--- src/rtl/mem_bridge_if.sv ---
// mem_bridge_if: ready/valid request and one-cycle response channel between the SLC-3 memory port and mem_bridge
interface mem_bridge_if;
    logic        Req_Valid;
    logic        Req_Ready;
    logic        Req_Write;
    logic [15:0] Req_Addr;
    logic [15:0] Req_WData;
    logic        Rsp_Valid;
    logic [15:0] Rsp_RData;

    modport master (
        output Req_Valid, Req_Write, Req_Addr, Req_WData,
        input  Req_Ready, Rsp_Valid, Rsp_RData
    );

    modport slave (
        input  Req_Valid, Req_Write, Req_Addr, Req_WData,
        output Req_Ready, Rsp_Valid, Rsp_RData
    );
endinterface

--- src/rtl/mem_bridge.sv ---
// mem_bridge: registered SRAM access sequencer, one read or write at a time, glitch-free non-overlapping strobes.
// Optional feature: define MEM_BRIDGE_POSTED_WR_EN to acknowledge writes in WR_SETUP instead of a trailing RSP cycle.
module mem_bridge #(
    parameter int WAIT_STATES = 2
) (
    input  logic         Clk_i,
    input  logic         Reset_n_i,
    mem_bridge_if.slave  bus,
    output logic [15:0]  SRAM_ADDR_o,
    output logic [15:0]  SRAM_DQ_Out_o,
    output logic         SRAM_DQ_OE_o,
    input  logic [15:0]  SRAM_DQ_In_i,
    output logic         SRAM_OE_N_o,
    output logic         SRAM_WE_N_o,
    output logic         Busy_o
);

    if (WAIT_STATES < 1 || WAIT_STATES > 15) begin : g_bad_wait_states
        $error("mem_bridge: WAIT_STATES must be within 1..15");
    end

`ifdef MEM_BRIDGE_POSTED_WR_EN
    localparam bit POSTED = 1'b1;
`else
    localparam bit POSTED = 1'b0;
`endif

    localparam logic [3:0] CNT_LOAD = 4'(WAIT_STATES - 1);

    typedef enum logic [2:0] {IDLE, RD_ACC, WR_SETUP, WR_ACC, WR_HOLD, RSP} state_t;

    state_t      state_q;
    logic [3:0]  cnt_q;
    logic        ready_q;
    logic        busy_q;
    logic        rsp_valid_q;
    logic [15:0] rdata_q;
    logic [15:0] addr_q;
    logic [15:0] wdata_q;
    logic        dq_oe_q;
    logic        oe_n_q;
    logic        we_n_q;

    // Access sequencer: every SRAM strobe and handshake output is a flop, so they change only on clock edges.
    always_ff @(posedge Clk_i) begin
        if (!Reset_n_i) begin
            state_q     <= IDLE;
            cnt_q       <= '0;
            ready_q     <= 1'b1;
            busy_q      <= 1'b0;
            rsp_valid_q <= 1'b0;
            rdata_q     <= '0;
            addr_q      <= '0;
            wdata_q     <= '0;
            dq_oe_q     <= 1'b0;
            oe_n_q      <= 1'b1;
            we_n_q      <= 1'b1;
        end else begin
            rsp_valid_q <= 1'b0;
            case (state_q)
                IDLE: begin
                    if (bus.Req_Valid) begin
                        addr_q  <= bus.Req_Addr;
                        ready_q <= 1'b0;
                        busy_q  <= 1'b1;
                        if (bus.Req_Write) begin
                            state_q     <= WR_SETUP;
                            wdata_q     <= bus.Req_WData;
                            dq_oe_q     <= 1'b1;
                            rsp_valid_q <= POSTED;
                        end else begin
                            state_q <= RD_ACC;
                            oe_n_q  <= 1'b0;
                            cnt_q   <= CNT_LOAD;
                        end
                    end
                end
                RD_ACC: begin
                    if (cnt_q == 4'd0) begin
                        state_q     <= RSP;
                        oe_n_q      <= 1'b1;
                        rdata_q     <= SRAM_DQ_In_i;
                        rsp_valid_q <= 1'b1;
                    end else begin
                        cnt_q <= cnt_q - 4'd1;
                    end
                end
                WR_SETUP: begin
                    state_q <= WR_ACC;
                    we_n_q  <= 1'b0;
                    cnt_q   <= CNT_LOAD;
                end
                WR_ACC: begin
                    if (cnt_q == 4'd0) begin
                        state_q <= WR_HOLD;
                        we_n_q  <= 1'b1;
                    end else begin
                        cnt_q <= cnt_q - 4'd1;
                    end
                end
                WR_HOLD: begin
                    dq_oe_q <= 1'b0;
                    if (POSTED) begin
                        state_q <= IDLE;
                        ready_q <= 1'b1;
                        busy_q  <= 1'b0;
                    end else begin
                        state_q     <= RSP;
                        rsp_valid_q <= 1'b1;
                    end
                end
                RSP: begin
                    state_q <= IDLE;
                    ready_q <= 1'b1;
                    busy_q  <= 1'b0;
                end
                default: begin
                    state_q <= IDLE;
                    ready_q <= 1'b1;
                    busy_q  <= 1'b0;
                end
            endcase
        end
    end

    assign bus.Req_Ready = ready_q;
    assign bus.Rsp_Valid = rsp_valid_q;
    assign bus.Rsp_RData = rdata_q;
    assign SRAM_ADDR_o   = addr_q;
    assign SRAM_DQ_Out_o = wdata_q;
    assign SRAM_DQ_OE_o  = dq_oe_q;
    assign SRAM_OE_N_o   = oe_n_q;
    assign SRAM_WE_N_o   = we_n_q;
    assign Busy_o        = busy_q;

endmodule

--- src/flat_wrapper.sv ---
// flat-port wrapper written by rule: the top's interface ports become plain ports
module mem_bridge_flat 
#(
    parameter int WAIT_STATES = 2
)
  (Clk_i, Reset_n_i, SRAM_ADDR_o, SRAM_DQ_Out_o, SRAM_DQ_OE_o, SRAM_DQ_In_i, SRAM_OE_N_o, SRAM_WE_N_o, Busy_o, bus_Req_Valid, bus_Req_Write, bus_Req_Addr, bus_Req_WData, bus_Req_Ready, bus_Rsp_Valid, bus_Rsp_RData);
  mem_bridge_if bus_i ();
  input  logic Clk_i;
  input  logic Reset_n_i;
  output logic [15:0] SRAM_ADDR_o;
  output logic [15:0] SRAM_DQ_Out_o;
  output logic SRAM_DQ_OE_o;
  input  logic [15:0] SRAM_DQ_In_i;
  output logic SRAM_OE_N_o;
  output logic SRAM_WE_N_o;
  output logic Busy_o;
  input wire logic [$bits(bus_i.Req_Valid)-1:0] bus_Req_Valid;
  input wire logic [$bits(bus_i.Req_Write)-1:0] bus_Req_Write;
  input wire logic [$bits(bus_i.Req_Addr)-1:0] bus_Req_Addr;
  input wire logic [$bits(bus_i.Req_WData)-1:0] bus_Req_WData;
  output wire logic [$bits(bus_i.Req_Ready)-1:0] bus_Req_Ready;
  output wire logic [$bits(bus_i.Rsp_Valid)-1:0] bus_Rsp_Valid;
  output wire logic [$bits(bus_i.Rsp_RData)-1:0] bus_Rsp_RData;
  assign bus_i.Req_Valid = bus_Req_Valid;
  assign bus_i.Req_Write = bus_Req_Write;
  assign bus_i.Req_Addr = bus_Req_Addr;
  assign bus_i.Req_WData = bus_Req_WData;
  assign bus_Req_Ready = bus_i.Req_Ready;
  assign bus_Rsp_Valid = bus_i.Rsp_Valid;
  assign bus_Rsp_RData = bus_i.Rsp_RData;
  mem_bridge #(.WAIT_STATES(WAIT_STATES)) u_core (.Clk_i(Clk_i), .Reset_n_i(Reset_n_i), .bus(bus_i), .SRAM_ADDR_o(SRAM_ADDR_o), .SRAM_DQ_Out_o(SRAM_DQ_Out_o), .SRAM_DQ_OE_o(SRAM_DQ_OE_o), .SRAM_DQ_In_i(SRAM_DQ_In_i), .SRAM_OE_N_o(SRAM_OE_N_o), .SRAM_WE_N_o(SRAM_WE_N_o), .Busy_o(Busy_o));
endmodule
--- config.mk ---
export PLATFORM = sky130hd
export DESIGN_NAME = mem_bridge_flat
export DESIGN_NICKNAME = d
export VERILOG_FILES = /design/src/rtl/mem_bridge_if.sv /design/src/rtl/mem_bridge.sv /design/src/flat_wrapper.sv
export SDC_FILE = /design/constraint.sdc
export NUM_CORES = 1
export LEC_CHECK = 0
export BUFFER_PORTS_ARGS = -buffer_cell sky130_fd_sc_hd__buf_2
export CORE_ASPECT_RATIO = 1.2
export CORE_MARGIN = 8
export CORE_UTILIZATION = 42
export CTS_CLUSTER_DIAMETER = 80
export DETAILED_ROUTE_END_ITERATION = 10
export HOLD_SLACK_MARGIN = 0.06
export PLACE_DENSITY = 0.75
export SYNTH_ARGS = -nofsm -noshare
export SYNTH_HDL_FRONTEND = slang
export SYNTH_SLANG_ARGS = --single-unit
--- constraint.sdc ---
create_clock -name Clk_i -period 1.5 [get_ports Clk_i]
set_input_delay 0 -clock Clk_i [delete_from_list [all_inputs] [get_ports Clk_i]]
set_output_delay 0 -clock Clk_i [all_outputs]
set_load 0.02 [all_outputs]
==> out/metrics.yaml <==
setup_path:
  critical_path_class: "reg2reg"
  cpMaxStageDelayCell: "or3b_4"
  crit_arrival_ns: 1.74
  cp_max_fo: 4
  crit_family: "simple AND/OR/NAND/NOR gates"
  endpoint_kind: "flip-flop"
  startpoint_type: "flip-flop"
  crit_chain: "inv_2 -> ha_4 -> or3b_4 -> buf_6 -> mux2i_1 -> o221a_1"
  path_depth: 6
  slowest_delay_ns: 0.40
  r2r_setup_slack_ns: -0.01
  worstPathRequired_ns: 1.72
  reg2reg_depth: 6
  cp_num_buf_inv: 2
status:
  status: "finished, violations left"
  violations: "setup timing"
sta:
  whs_ns: 0.120
  skew_ns: 0.00508
  setup_ws_ns: -0.0146
  period_minus_slack_ns: 1.51
  hold_viol: 0
  rsz0062_at_grt: "yes"
  slew_headroom: 0.698
  drv_slew: 0
  setup_tns_ns: -0.0146
  worst_pin_slew_ns: 0.452
  fmax_ghz: 0.660
  min_period_over_period: 1.01
  finalSetupViolations: 1
logic_synthesis:
  synth_top_area_share: 0.497
  synth-edff-count: 0
  ys_top_cells_by_count: "dfxtp_1, a21oi_1, nand2_1"
  async_reset_ff_frac: 0
  synth_seq_cells: 61
  synth.distinct_cells: 41
  ys.flop_type: "dfxtp_1"
  syn_area_sq_um: 2450
  synthCells: 293
  synth_fp_nets: 346
  yosysMostFrequentCell: "dfxtp_1"
  syn_avg_cell_area_sq_um: 8.38
  yosys.area.top_type: "dfxtp_1"
  synth_area_leaders: "dfxtp_1, a21oi_1, nand3_1"
  yosysSeqAreaShare: 0.497
  yosys_warnings: 0
clock_tree:
  clock_path_buffers: 2
  clkSinkCount: 61
  clk_pin_slew_ns: 0.06
  numCtsBuffers: 9
  htree_num_levels: 3
  cts_tree: "done"
  clkLatencyLatePin_ns: 0.34
  cts-root-buf: "clkbuf_8"
floorplanning:
  dieHeight_um: 99.8
  io_pins: 106
  start_util: 0.433
  die-area_sq_um: 8560
  rows: 30
  die_w_um: 85.8
  core_sq_um: 5670
placement:
  dpl.hpwl_mm: 5.12
  routabilityCongestion: 0.792
  placedCellCount: 469
  port_buffers: 105
  pre_cts_ws_ns: -0.0362
detailed_routing:
  routed_wl_mm: 8.29
  wire_per_inst_um: 15.5
  routed_via_density: 5.19
  ant_nets: 0
  post-route-drc-count: 0
  vias: 2784
  dr.pass1.iters: 4
  drt_iter0_markers: 201
global_routing:
  grt_pass1_vias: 2778
  grt_pass1_wl_mm: 13.7
  grt_max_degree: 24
  groute.usage.overall: 0.199
  overflow: 0
  antenna_found_initial: 0
layout:
  final_nets: 504
  diodes: 0
  finalNonFillerCells: 536
  area_growth_pct: 59.8
  layout-drive-gt1-share: 0.351
pwr:
  peakVddDrop_mv: 0.924
  leakage_nw: 1.72
  power_density_nw_per_um2: 1510
run:
  drv_cap: 0
worst_hold_path:
  hp-class: "in2reg"
  holdPathStages: 4
## layer usage
| metal | part of all wire | up-vias | track usage |
|---|---|---|---|
| li1 | - | 1354 | - |
| met5 | 0 | - | 0 |
| met4 | 0.029 | 0 | 0.114 |
| met1 | 0.39 | 1301 | 0.225 |
| met2 | 0.52 | 107 | 0.339 |
| met3 | 0.063 | 22 | 0.0396 |
## through the flow
stage                     total power, mW  instance area [sq um]   util
after floorplan                      3.27                   2460      -
after global placement               3.87                   3110  0.549
after detailed placement             3.90                   3110  0.549
after CTS                            5.81                   3880  0.684
after global routing                 6.27                   3920  0.692
final                                5.94                   3920  0.692
## registers in the layout, summed over array words and instances (netlist names)
register,cells
u_core.cnt_q,4
u_core.SRAM_DQ_Out_o,16
u_core.SRAM_OE_N_o,1
u_core.bus.Rsp_RData,16
u_core.state_q,3
u_core.SRAM_WE_N_o,1
u_core.SRAM_DQ_OE_o,1
u_core.Busy_o,1
u_core.bus.Req_Ready,1
u_core.SRAM_ADDR_o,16
u_core.bus.Rsp_Valid,1
## cell usage in the layout (no fill, tap or decap), drive strengths merged, types with 2 or more instances in the layout
cell	netlist	layout
dlygate4sd3	0	49
o32ai	2	2
bufinv	0	2
nand2	40	40
o211ai	2	2
nand2b	2	2
o21ai	35	35
buf	13	125
a221oi	2	2
a21oi	54	54
inv	5	5
nand3	35	35
or3b	2	2
nor3b	4	4
dfxtp	61	61
nor3	2	2
clkbuf	14	13
or3	2	2
## timing repair
| action | in CTS | in global routing |
|---|---|---|
| setup buffers | 2 | 0 |
| endpoints found under the setup margin | 17 | 35 |
| resized for setup | 10 | 24 |
| hold buffers | 49 | 0 |
| endpoints found under the hold margin | 56 | 0 |
| pin swaps | 2 | 2 |
## worst paths after layout
path	startpoint	end
worst min register to register	u_core.SRAM_ADDR_o[12]$_SDFFE_PN0P_	u_core.SRAM_ADDR_o[12]$_SDFFE_PN0P_
worst min-delay path	bus_Req_Write	u_core.state_q[1]$_SDFFE_PN0P_
worst max-delay path	u_core.cnt_q[0]$_SDFFE_PN0P_	u_core.cnt_q[0]$_SDFFE_PN0P_
worst max register to register	u_core.cnt_q[0]$_SDFFE_PN0P_	u_core.cnt_q[0]$_SDFFE_PN0P_
## worst min-delay path, stage by stage
cell       delay, ns
buf_2           0.10
a21oi_1         0.07
a2bb2oi_1       0.12
nor3_1          0.11
## where the power goes
part | leakage [nW] | internal, mW | switching, mW
combinational | 1.09 | 0.910 | 1.29
sequential | 0.499 | 1.86 | 0.147
clock | 0.126 | 1.11 | 0.619
## cell families (layout without fill, tap and decap cells)
logic type | after synthesis | in the layout | synth area share
AO/OA/AOI/OAI | 101 | 101 | 0.223
adder cells (fa/ha/maj) | 1 | 1 | 0.00510
buffers and inverters | 32 | 195 | 0.0622
flip-flops | 61 | 61 | 0.497
multiplexers | 1 | 1 | 0.00408
AND/OR/NAND/NOR | 97 | 97 | 0.208
## area by class of cell
class	count	area, sq um
clock buffers	13	179
clock inverters	3	65.1
fillers	428	1750
inverters	5	18.8
multi-input cells	200	1130
flip-flops and latches	61	1220
well taps	80	100
repair buffers	174	1200
(Power assumes the default switching activity.)
